--- src/rtl/frame_loader_pkg.sv ---
// Shared constants, state encoding and header test for the configuration frame loader.
// Latency: n/a (package only).
// Backpressure: n/a (package only).
package frame_loader_pkg;

  localparam logic [31:0] SYNC_WORD   = 32'hFAB0_FAB1;
  localparam logic [31:0] DESYNC_WORD = 32'hFAB0_FAB0;
  localparam logic [7:0]  HEADER_MARK = 8'hA5;

  typedef enum logic [1:0] {
    ST_IDLE   = 2'd0,
    ST_SYNCED = 2'd1,
    ST_DATA   = 2'd2,
    ST_STROBE = 2'd3
  } state_t;

  // A frame header is any word carrying the marker in its top byte.
  function automatic logic is_header(input logic [31:0] word);
    return word[31:24] == HEADER_MARK;
  endfunction

endpackage

--- src/rtl/config_sync_detect.sv ---
// Purpose: flags whether the incoming configuration word is the SYNC or DESYNC marker.
// Latency: combinational, zero cycles.
// Backpressure: none; the result is only meaningful in cycles where the caller has a strobed word.
// Ports:
//   write_data : configuration word under test
//   is_sync    : word equals SYNC_WORD
//   is_desync  : word equals DESYNC_WORD
module config_sync_detect
  import frame_loader_pkg::*;
#(
  parameter int FrameBitsPerRow = 32
) (
  input  logic [FrameBitsPerRow-1:0] write_data,
  output logic                       is_sync,
  output logic                       is_desync
);

  assign is_sync   = (write_data == SYNC_WORD);
  assign is_desync = (write_data == DESYNC_WORD);

endmodule

--- src/rtl/config_frame_loader.sv ---
// Purpose: turns a strobed configuration word stream (SYNC, header, N data words) into row writes plus a frame strobe.
// Latency: data word in cycle t appears on FrameData_O/RowSelect in t+1; last word at t gives FrameStrobe in t+2.
// Backpressure: none; every strobed word is consumed in the cycle it is presented.
// Ports:
//   CLK, resetn               : clock and synchronous active-low reset
//   WriteData, WriteStrobe    : incoming word and its one-cycle qualifier
//   FrameData_O, RowSelect    : registered row write (RowSelect 0 = no row)
//   ColumnSelect, FrameSelect : frame address captured from the header
//   FrameStrobe, Synced, Error: frame commit pulse, link synced, sticky protocol error
//   FrameCount                : completed frames, saturating (only with FRAME_LOADER_FRAMECNT_EN)
// Optional build macro: FRAME_LOADER_FRAMECNT_EN adds the FrameCount output and its counter.
module config_frame_loader
  import frame_loader_pkg::*;
#(
  parameter int FrameBitsPerRow   = 32,
  parameter int RowSelectWidth    = 5,
  parameter int NumberOfRows      = 16,
  parameter int ColumnSelectWidth = 5,
  parameter int FrameSelectWidth  = 5
) (
  input  logic                         CLK,
  input  logic                         resetn,
  input  logic [FrameBitsPerRow-1:0]   WriteData,
  input  logic                         WriteStrobe,
  output logic [FrameBitsPerRow-1:0]   FrameData_O,
  output logic [RowSelectWidth-1:0]    RowSelect,
  output logic [ColumnSelectWidth-1:0] ColumnSelect,
  output logic [FrameSelectWidth-1:0]  FrameSelect,
  output logic                         FrameStrobe,
  output logic                         Synced,
  output logic                         Error
`ifdef FRAME_LOADER_FRAMECNT_EN
  ,
  output logic [15:0]                  FrameCount
`endif
);

  localparam logic [RowSelectWidth-1:0] FirstRow = RowSelectWidth'(1);
  localparam logic [RowSelectWidth-1:0] LastRow  = RowSelectWidth'(NumberOfRows);

  state_t state_q, state_d;
  logic [RowSelectWidth-1:0]    row_cnt_q, row_cnt_d;
  logic [RowSelectWidth-1:0]    row_sel_d;
  logic [FrameBitsPerRow-1:0]   frame_data_d;
  logic [ColumnSelectWidth-1:0] col_sel_d;
  logic [FrameSelectWidth-1:0]  frame_sel_d;
  logic                         frame_strobe_d;
  logic                         error_d;

  logic is_sync, is_desync, hdr;

  config_sync_detect #(
    .FrameBitsPerRow(FrameBitsPerRow)
  ) u_sync_detect (
    .write_data(WriteData),
    .is_sync   (is_sync),
    .is_desync (is_desync)
  );

  assign hdr = is_header(WriteData);

  // State register plus all registered outputs.
  always_ff @(posedge CLK) begin
    if (!resetn) begin
      state_q      <= ST_IDLE;
      row_cnt_q    <= FirstRow;
      RowSelect    <= '0;
      FrameData_O  <= '0;
      ColumnSelect <= '0;
      FrameSelect  <= '0;
      FrameStrobe  <= 1'b0;
      Error        <= 1'b0;
    end else begin
      state_q      <= state_d;
      row_cnt_q    <= row_cnt_d;
      RowSelect    <= row_sel_d;
      FrameData_O  <= frame_data_d;
      ColumnSelect <= col_sel_d;
      FrameSelect  <= frame_sel_d;
      FrameStrobe  <= frame_strobe_d;
      Error        <= error_d;
    end
  end

  // Next-state logic. The single STROBE cycle behaves like SYNCED for incoming
  // words so a header may follow the last data word immediately.
  always_comb begin
    state_d = state_q;
    unique case (state_q)
      ST_IDLE: begin
        if (WriteStrobe && is_sync) state_d = ST_SYNCED;
      end
      ST_SYNCED, ST_STROBE: begin
        state_d = ST_SYNCED;
        if (WriteStrobe) begin
          if (is_desync)  state_d = ST_IDLE;
          else if (hdr)   state_d = ST_DATA;
        end
      end
      ST_DATA: begin
        if (WriteStrobe && (row_cnt_q == LastRow)) state_d = ST_STROBE;
      end
      default: state_d = ST_IDLE;
    endcase
  end

  // Output / datapath next values. RowSelect defaults to 0 so it is only
  // non-zero in the cycle after an accepted data word; FrameData_O holds.
  always_comb begin
    row_sel_d      = '0;
    row_cnt_d      = row_cnt_q;
    frame_data_d   = FrameData_O;
    col_sel_d      = ColumnSelect;
    frame_sel_d    = FrameSelect;
    error_d        = Error;
    // Registering the STROBE state puts the pulse two cycles after the last word.
    frame_strobe_d = (state_q == ST_STROBE);
    unique case (state_q)
      ST_IDLE: ;
      ST_SYNCED, ST_STROBE: begin
        if (WriteStrobe) begin
          if (hdr) begin
            col_sel_d   = WriteData[8 +: ColumnSelectWidth];
            frame_sel_d = WriteData[0 +: FrameSelectWidth];
            row_cnt_d   = FirstRow;
          end else if (!is_sync && !is_desync) begin
            error_d = 1'b1;
          end
        end
      end
      ST_DATA: begin
        // SYNC/DESYNC patterns are ordinary data here.
        if (WriteStrobe) begin
          frame_data_d = WriteData;
          row_sel_d    = row_cnt_q;
          row_cnt_d    = row_cnt_q + FirstRow;
        end
      end
      default: ;
    endcase
  end

  assign Synced = (state_q != ST_IDLE);

`ifdef FRAME_LOADER_FRAMECNT_EN
  logic [15:0] frame_count_q;

  // Counts alongside the strobe so FrameCount already reflects a frame in its strobe cycle.
  always_ff @(posedge CLK) begin
    if (!resetn) begin
      frame_count_q <= '0;
    end else if (frame_strobe_d && (frame_count_q != 16'hFFFF)) begin
      frame_count_q <= frame_count_q + 16'd1;
    end
  end

  assign FrameCount = frame_count_q;
`endif

endmodule
--- config.mk ---
export PLATFORM = sky130hd
export DESIGN_NAME = config_frame_loader
export DESIGN_NICKNAME = d
export VERILOG_FILES = /design/src/rtl/frame_loader_pkg.sv /design/src/rtl/config_sync_detect.sv /design/src/rtl/config_frame_loader.sv
export SDC_FILE = /design/constraint.sdc
export NUM_CORES = 1
export LEC_CHECK = 0
export ABC_CLOCK_PERIOD_IN_PS = 2400
export CORE_ASPECT_RATIO = 2
export CORE_MARGIN = 2
export CORE_UTILIZATION = 30
export CTS_CLUSTER_DIAMETER = 30
export DETAILED_ROUTE_END_ITERATION = 10
export PLACE_DENSITY = 0.64
export RECOVER_POWER = 50
export SLEW_MARGIN = 25
export SYNTH_ARGS = -nofsm -noshare
export SYNTH_HDL_FRONTEND = slang
export SYNTH_SLANG_ARGS = --single-unit
--- constraint.sdc ---
create_clock -name CLK -period 2.4 [get_ports CLK]
set_clock_uncertainty 0.2 [all_clocks]
set_input_delay 0.48 -clock CLK [delete_from_list [all_inputs] [get_ports CLK]]
set_output_delay 0.48 -clock CLK [all_outputs]
set_load 0.05 [all_outputs]
==> summary.md <==
| Metric | Value |
|---|---|
| Clock power share | `between 40% and 50%` |
| Area leader, netlist | `dfxtp_1` |
| Minimum hold slack | `roughly 260 ps` |
| Worst slew pin tran | `around 590 ps` |
| Detailed Routing Iterations Pass 1 | `4` |
| IO Count | `between 80 and 90` |
| Via count | `between 2000 and 2500` |
| Non-Filler Instances | `~450` |
| Diodes inserted | `0` |
| Dominant cells by area after synthesis | `dfxtp_1 49%, nand2_1 12%, a21boi_0 11%, mux2i_1 4.4%, nor2b_1 3.0%` |
| Async set or reset register ratio after synthesis | `0%` |
| CTS tree | `done` |
| Vias in the first global route | `~2200` |
| Syn avg cell area | `9.043 um2` |
| Switching share of total power | `about 20%` |
| Total grt overflow | `0` |
| Crit path max fanout | `4` |
| Maxcap violations | `0` |
| Residual DRC | `0` |
| Setup bufs post-CTS | `0` |
| Detail Placement HPWL | `4.902 mm` |
| Syn Nets | `between 200 and 300` |
| Sequential fraction of the synthesis area | `around half` |
| Initial DRC Count | `54` |
| Vias per cell | `about 4.8` |
| Root buf cell | `clkbuf_16` |
| Final setup violation count | `0` |
| Gp weighted congestion | `0.7971` |
| CP Data Arrival Time | `around 2300 ps` |
| Nets | `390` |
| Hold Vio Cnt, Final | `0` |
| Die Wd | `65.51 um` |
| First-pass GRT wire length | `around 10 mm` |
| P_int | `1502 uW` |
| Yosys cell types | `34` |
| Post-layout util | `between 40 and 50%` |
| Num CTS Buffers | `5` |
| DRT antenna net count | `0` |
| CP startpoint kind | `primary input` |
| Synth Register Bits | `56` |
| WS Path Type | `primary input to register` |
| Commonest non-fill, non-tap cells in the layout | `71 x clkdlybuf4s50_1, 70 x nand2_1, 56 x dfxtp_1` |
| Reg power frac | `just under 50%` |
| Worst slew margin | `around 61%` |
| Commonest non-fill, non-tap cell in the layout | `clkdlybuf4s50_1` |
| Core ar. | `7322 um2` |
| Routed WL | `6.373 mm` |
| Setup Total Neg Slack | `0 ps` |
| Clk_lat worst skew | `about 290 ps` |
| Share of the synthesized area in the top cell type | `about half` |
| Sw power | `367.1 uW` |
| Total GRT Usage | `16.49%` |
| Clock Sinks | `56` |
| Pin count of the biggest net entering global routing | `25` |
| GR Layer Usage met3 | `under 10%` |
| Cells after Synth | `about 250` |
| Ys flop type | `dfxtp_1` |
| Mapped Area | `around 2300 um2` |
| Post-synth EDFFs | `0` |
| # rows | `44` |
| Worst-path clk slew | `about 60 ps` |
| Pins over their slew limit | `0` |
| Final period util | `94.88%` |
| DP Cell Count | `between 400 and 500` |
| Initial antenna violation count | `0` |
| Tmin final | `2277 ps` |
| RSZ-0062 raised after global routing | `false` |
| Peak supply drop | `0.3844 mV` |
| Most Used Layer, Global Route | `met2` |
| PD cells | `about 530 nW/um2` |
| Fmax | `between 0.4 and 0.5 GHz` |
| Die height | `roughly 130 um` |
| DIE AREA | `approximately 8300 um2` |
| Worst hold-check path type | `register to register` |
| Worst setup EP type | `register` |
| Initial core utilization | `31.00%` |
| Comb pwr share | `under 10%` |
| M2 GR Usage | `about 30%` |
| Layout Area Growth over Synthesis | `55.40%` |
| CTS resizes | `0` |
| H-tree levels | `2` |
| Routed len/inst | `14.29 um` |
| # port buffers | `84` |
| Layout cells sized above 1 | `under 10%` |
| Cts-stage hold buffer count | `0` |
| Grt met1 use | `16.85%` |
| Leak | `between 0.001 and 0.0015 uW` |
| YS warnings | `0` |
| CTS max path bufs | `2` |
| Status | `finished clean` |
| Crit path required time | `between 2000 and 2500 ps` |
per-layer routing:
| metal | vias to the layer above | share of wire, % |
|---|---|---|
| li1 | 1058 | - |
| met5 | - | 0 |
| met2 | 60 | 54 |
| met4 | 0 | 5.5 |
| met3 | 20 | 3.7 |
| met1 | 992 | 37 |
cell type report:
type,count,area (um2)
Fill cell,746,3795
Sequential cell,56,1121
Multi-Input combinational cell,177,1071
Timing Repair Buffer,109,1041
Clock buffer,6,128.9
Tap cell,92,115.1
Clock inverter,2,35.03
Inverter,4,15.01
through the flow:
| step | instance area, um2 | setup slack [ps] | total power, uW |
|---|---|---|---|
| 2_1_floorplan | 2270 | 441.2 | 979.1 |
| 3_3_place_gp | 3373 | -165.6 | 1078 |
| 3_5_place_dp | 3373 | -190.2 | 1078 |
| 4_1_cts | 3537 | 127.0 | 1894 |
| 5_1_grt | 3527 | 4.680 | 1944 |
| 6_report | 3527 | 122.9 | 1869 |
flip-flops by register name, indices dropped and copies added, names as in the netlist, named ones only:
signal and count:
ColumnSelect 5, Error 1, FrameData_O 32, FrameSelect 5, FrameStrobe 1, RowSelect 5
row_cnt_q 5, state_q 1
cell usage after synthesis, types with 2 or more instances:
master	instances
inv_1	4
nor4bb_1	4
and3_1	6
clkbuf_1	10
o21ai_0	5
ha_1	2
nor2b_1	11
and4b_1	2
or3_1	3
nor2_1	3
a21boi_0	33
buf_2	2
dfxtp_1	56
nand4b_1	2
nand2_1	70
a21oi_1	6
nor4b_1	2
o21a_1	2
mux2i_1	10
nand4_1	4
critical path, cell delays in order:
cell and delay [ps]:
clkdlybuf4s50_1 520, nor4bb_1 340, nand4_1 210, or3_1 410
o311a_1 290
logic make-up after synthesis:
kind of cell,synth area share [%]
AND/OR/NAND/NOR,25.47
flip-flops,49.39
AO/OA/AOI/OAI,15.82
buffers and inverters,3.418
multiplexers,4.410
adder cells (fa/ha/maj),1.102
XOR/XNOR,0.3860
path summary, 6_finish.rpt:
path	start	end	slack, ps	cells after the start
worst max-delay path	WriteData[27]	state_q[0]	120	5
worst min-delay path	FrameData_O[24]	FrameData_O[24]	260	2
worst max register to register	state_q[0]	FrameSelect[1]	780	5
worst min register to register	FrameData_O[24]	FrameData_O[24]	260	2
power by group through the flow:
stage | registers (uW) | clock network [uW] | logic, uW
after CTS | 928 | 837 | 129
after floorplan | 950 | 0 | 29.1
final | 928 | 814 | 126
after global routing | 928 | 880 | 136
after global placement | 950 | 0 | 128
after detailed placement | 950 | 0 | 128
Note: power is estimated with default switching activity, not from simulation.
==> RTL edit: new RTL, same flow settings <==
Set the parameter `ColumnSelectWidth` to 3 (it was 5).
--- a/src/rtl/config_frame_loader.sv
+++ b/src/rtl/config_frame_loader.sv
@@ -17,3 +17,3 @@
   parameter int NumberOfRows      = 16,
-  parameter int ColumnSelectWidth = 5,
+  parameter int ColumnSelectWidth = 3,
   parameter int FrameSelectWidth  = 5
Interface: changed (resized ColumnSelect); port bits go from 85 to 83. No check against the original RTL was run, so the function may have changed too.
==> RTL edit against the original RTL <==
  * Synthesized area fell by 3.5%
  * Die area fell by 3.4%
  * Wire length fell by 9.5%
  * Cell area fell by 4.4%
  * Sequential cell count fell by 2
  * Setup slack got worse by 0.064 ns
  * Utilization fell by 1.1 points
  * Total power fell by 6.9%
  * Critical path type unchanged
==> RTL edit: results (changes against the original RTL) <==
The CTS root buffer is sky130_fd_sc_hd__clkbuf_16 (unchanged). The number of synthesized flops with an enable pin is 0 (unchanged). The cell with the largest stage delay on the worst path is sky130_fd_sc_hd__or4b_4 (was sky130_fd_sc_hd__clkdlybuf4s50_1). The maximum number of pins on one net before global-route repair was 35 (was 25). The number of nets produced by synthesis is 280 (was 288). The number of setup buffers added after CTS came to 0 (unchanged).

The initial antenna violation count is 0 (unchanged). The later-pin clock latency in the skew report is 0.29 ns (about the same). The number of H-tree levels came out at 2 (unchanged). The static leakage is 0.00120 uW (was 0.00128 uW). The class of the worst hold path was reg2reg (unchanged). The largest vdd supply drop came out at 331 uV (was 384 uV). The average wire per cell in the routed design was 13.3 um (was 14.3 um).

The antenna diode count came out at 0 (unchanged). Synth area leaders: sky130_fd_sc_hd__dfxtp_1 49%, sky130_fd_sc_hd__nand2_1 12%, sky130_fd_sc_hd__a21boi_0 11%, sky130_fd_sc_hd__mux2i_1 3.7%, sky130_fd_sc_hd__nor2b_1 2.6% (was sky130_fd_sc_hd__dfxtp_1 49%, sky130_fd_sc_hd__nand2_1 12%, sky130_fd_sc_hd__a21boi_0 11%, sky130_fd_sc_hd__mux2i_1 4.4%, sky130_fd_sc_hd__nor2b_1 3.0%). The worst-case clock buffer depth was 2 (unchanged). The number of warnings issued by yosys is 0 (unchanged). The number of global-route vias before repair was 1,998 (was 2,159). The HPWL after detailed placement is 4330 um (was 4900 um). The stage delay of the slowest cell on the critical path was 0.60 ns (was 0.52 ns). The overall routing resource usage is 0.145 (was 0.165). The post-synthesis async set-or-reset flop share is 0 (unchanged). The remaining max-slew budget at the tightest pin came to 0.604 (was 0.609). The number of iterations in the first detailed-routing pass came out at 4 (unchanged).

The initial detailed-routing violation count is 47 (was 54). Status: complete, no violations (unchanged). The layout net count is 377 (was 390).

The flip-flop count of the largest register after layout came out at 32 (unchanged). The clock transition time at the flip-flop clock pins of the worst setup and hold paths is 0.06 ns (about the same). The number of library cell types mapped by synthesis is 37 (was 34).

The wire length of the first global-routing pass came to 9440 um (was 10,400 um). The cell family with the largest share of critical-path delay was simple AND/OR/NAND/NOR gates (unchanged). The vias per cell is 4.65 (was 4.78). The share of cells above drive strength 1 is 0.0997 (was 0.0960). Top cells by instance count after synthesis: 69 x sky130_fd_sc_hd__nand2_1, 54 x sky130_fd_sc_hd__dfxtp_1, 33 x sky130_fd_sc_hd__a21boi_0 (was 70 x sky130_fd_sc_hd__nand2_1, 56 x sky130_fd_sc_hd__dfxtp_1, 33 x sky130_fd_sc_hd__a21boi_0). The endpoint arrival time on the critical path came out at 2.35 ns (was 2.25 ns). The maximum fanout encountered on the critical timing path is 5 (was 4). The final count of hold timing violations was 0 (unchanged). The count of buffers from port buffering is 82 (was 84). The sequential share of the synthesized area came out at 0.494 (about the same).

The register with the most flip-flops is FrameData_O (unchanged). The number of buffers created by CTS came to 5 (unchanged). The weighted congestion at the end of routability-driven global placement is 0.735 (was 0.797).
[RTL edit: cell types whose count changed after synthesis, moves of 2 or more]
cell,before,now
sky130_fd_sc_hd__clkbuf_1,10,12
sky130_fd_sc_hd__and4b_1,2,0
sky130_fd_sc_hd__mux2i_1,10,8
sky130_fd_sc_hd__nor4b_1,2,0
sky130_fd_sc_hd__dfxtp_1,56,54
sky130_fd_sc_hd__nor2b_1,11,9
sky130_fd_sc_hd__nor4bb_1,4,0
[RTL edit: final timing paths]
check,slack [ns],cells past startpoint,endpoint,from
worst max-delay path,0.06,5,row_cnt_q[4]$_SDFFE_PN0P_,WriteData[25]
worst min-delay path,0.26,2,FrameData_O[22]$_SDFFE_PN0P_,FrameData_O[22]$_SDFFE_PN0P_
worst max register to register,0.65,4,FrameData_O[4]$_SDFFE_PN0P_,state_q[0]$_SDFFE_PN0P_
worst min register to register,0.26,2,FrameData_O[22]$_SDFFE_PN0P_,FrameData_O[22]$_SDFFE_PN0P_
[RTL edit: area by class of cell]
cell class	count	area, um2
fillers	708	3790
flip-flops and latches	54	1080
multi-input cells	171	1040
repair buffers	104	971
clock buffers	6	139
well taps	92	115
inverters	4	15.0
clock inverters	2	12.5
[RTL edit: what timing repair did]
item	4_1_cts	5_1_grt
gates resized for setup	1	0
endpoints found under the hold margin	0	0
endpoints found under the setup margin	1	0
[RTL edit: power by group]
part / leakage [uW] / switching (uW) / internal (uW)
registers: 0.000435 / 0.0000459 / 895
clock network: 0.0000729 / 314 / 414
logic: 0.000696 / 41.4 / 76.3
[RTL edit: routing by layer]
metal | GRT usage | part of all wire
met5 | 0 | 0
met2 | 0.247 | 0.48
met3 | 0.0515 | 0.080
met1 | 0.171 | 0.43
met4 | 0.0375 | 0.010
[RTL edit: kinds of logic (layout without fill, tap and decap cells)]
family | count (synthesis) | after routing | share of synthesized area
adder cells (fa/ha/maj) | 2 | 2 | 0.0114
AND/OR/NAND/NOR | 110 | 110 | 0.257
XOR/XNOR | 1 | 1 | 0.00400
buffers and inverters | 18 | 116 | 0.0349
flip-flops | 54 | 54 | 0.494
multiplexers | 8 | 8 | 0.0366
AO/OA/AOI/OAI | 50 | 50 | 0.163
[RTL edit: metrics by stage]
stage	cells	setup WS (ns)	hold slack [ns]	utilization	instance area, um2
4_1_cts	433	0.0540	0.264	0.475	3400
3_3_place_gp	425	-0.208	0.250	0.454	3250
6_report	433	0.0585	0.257	0.471	3370
3_5_place_dp	425	-0.237	0.255	0.454	3250
2_1_floorplan	243	0.307	0.267	-	2190
5_1_grt	433	0.00421	0.288	0.471	3370
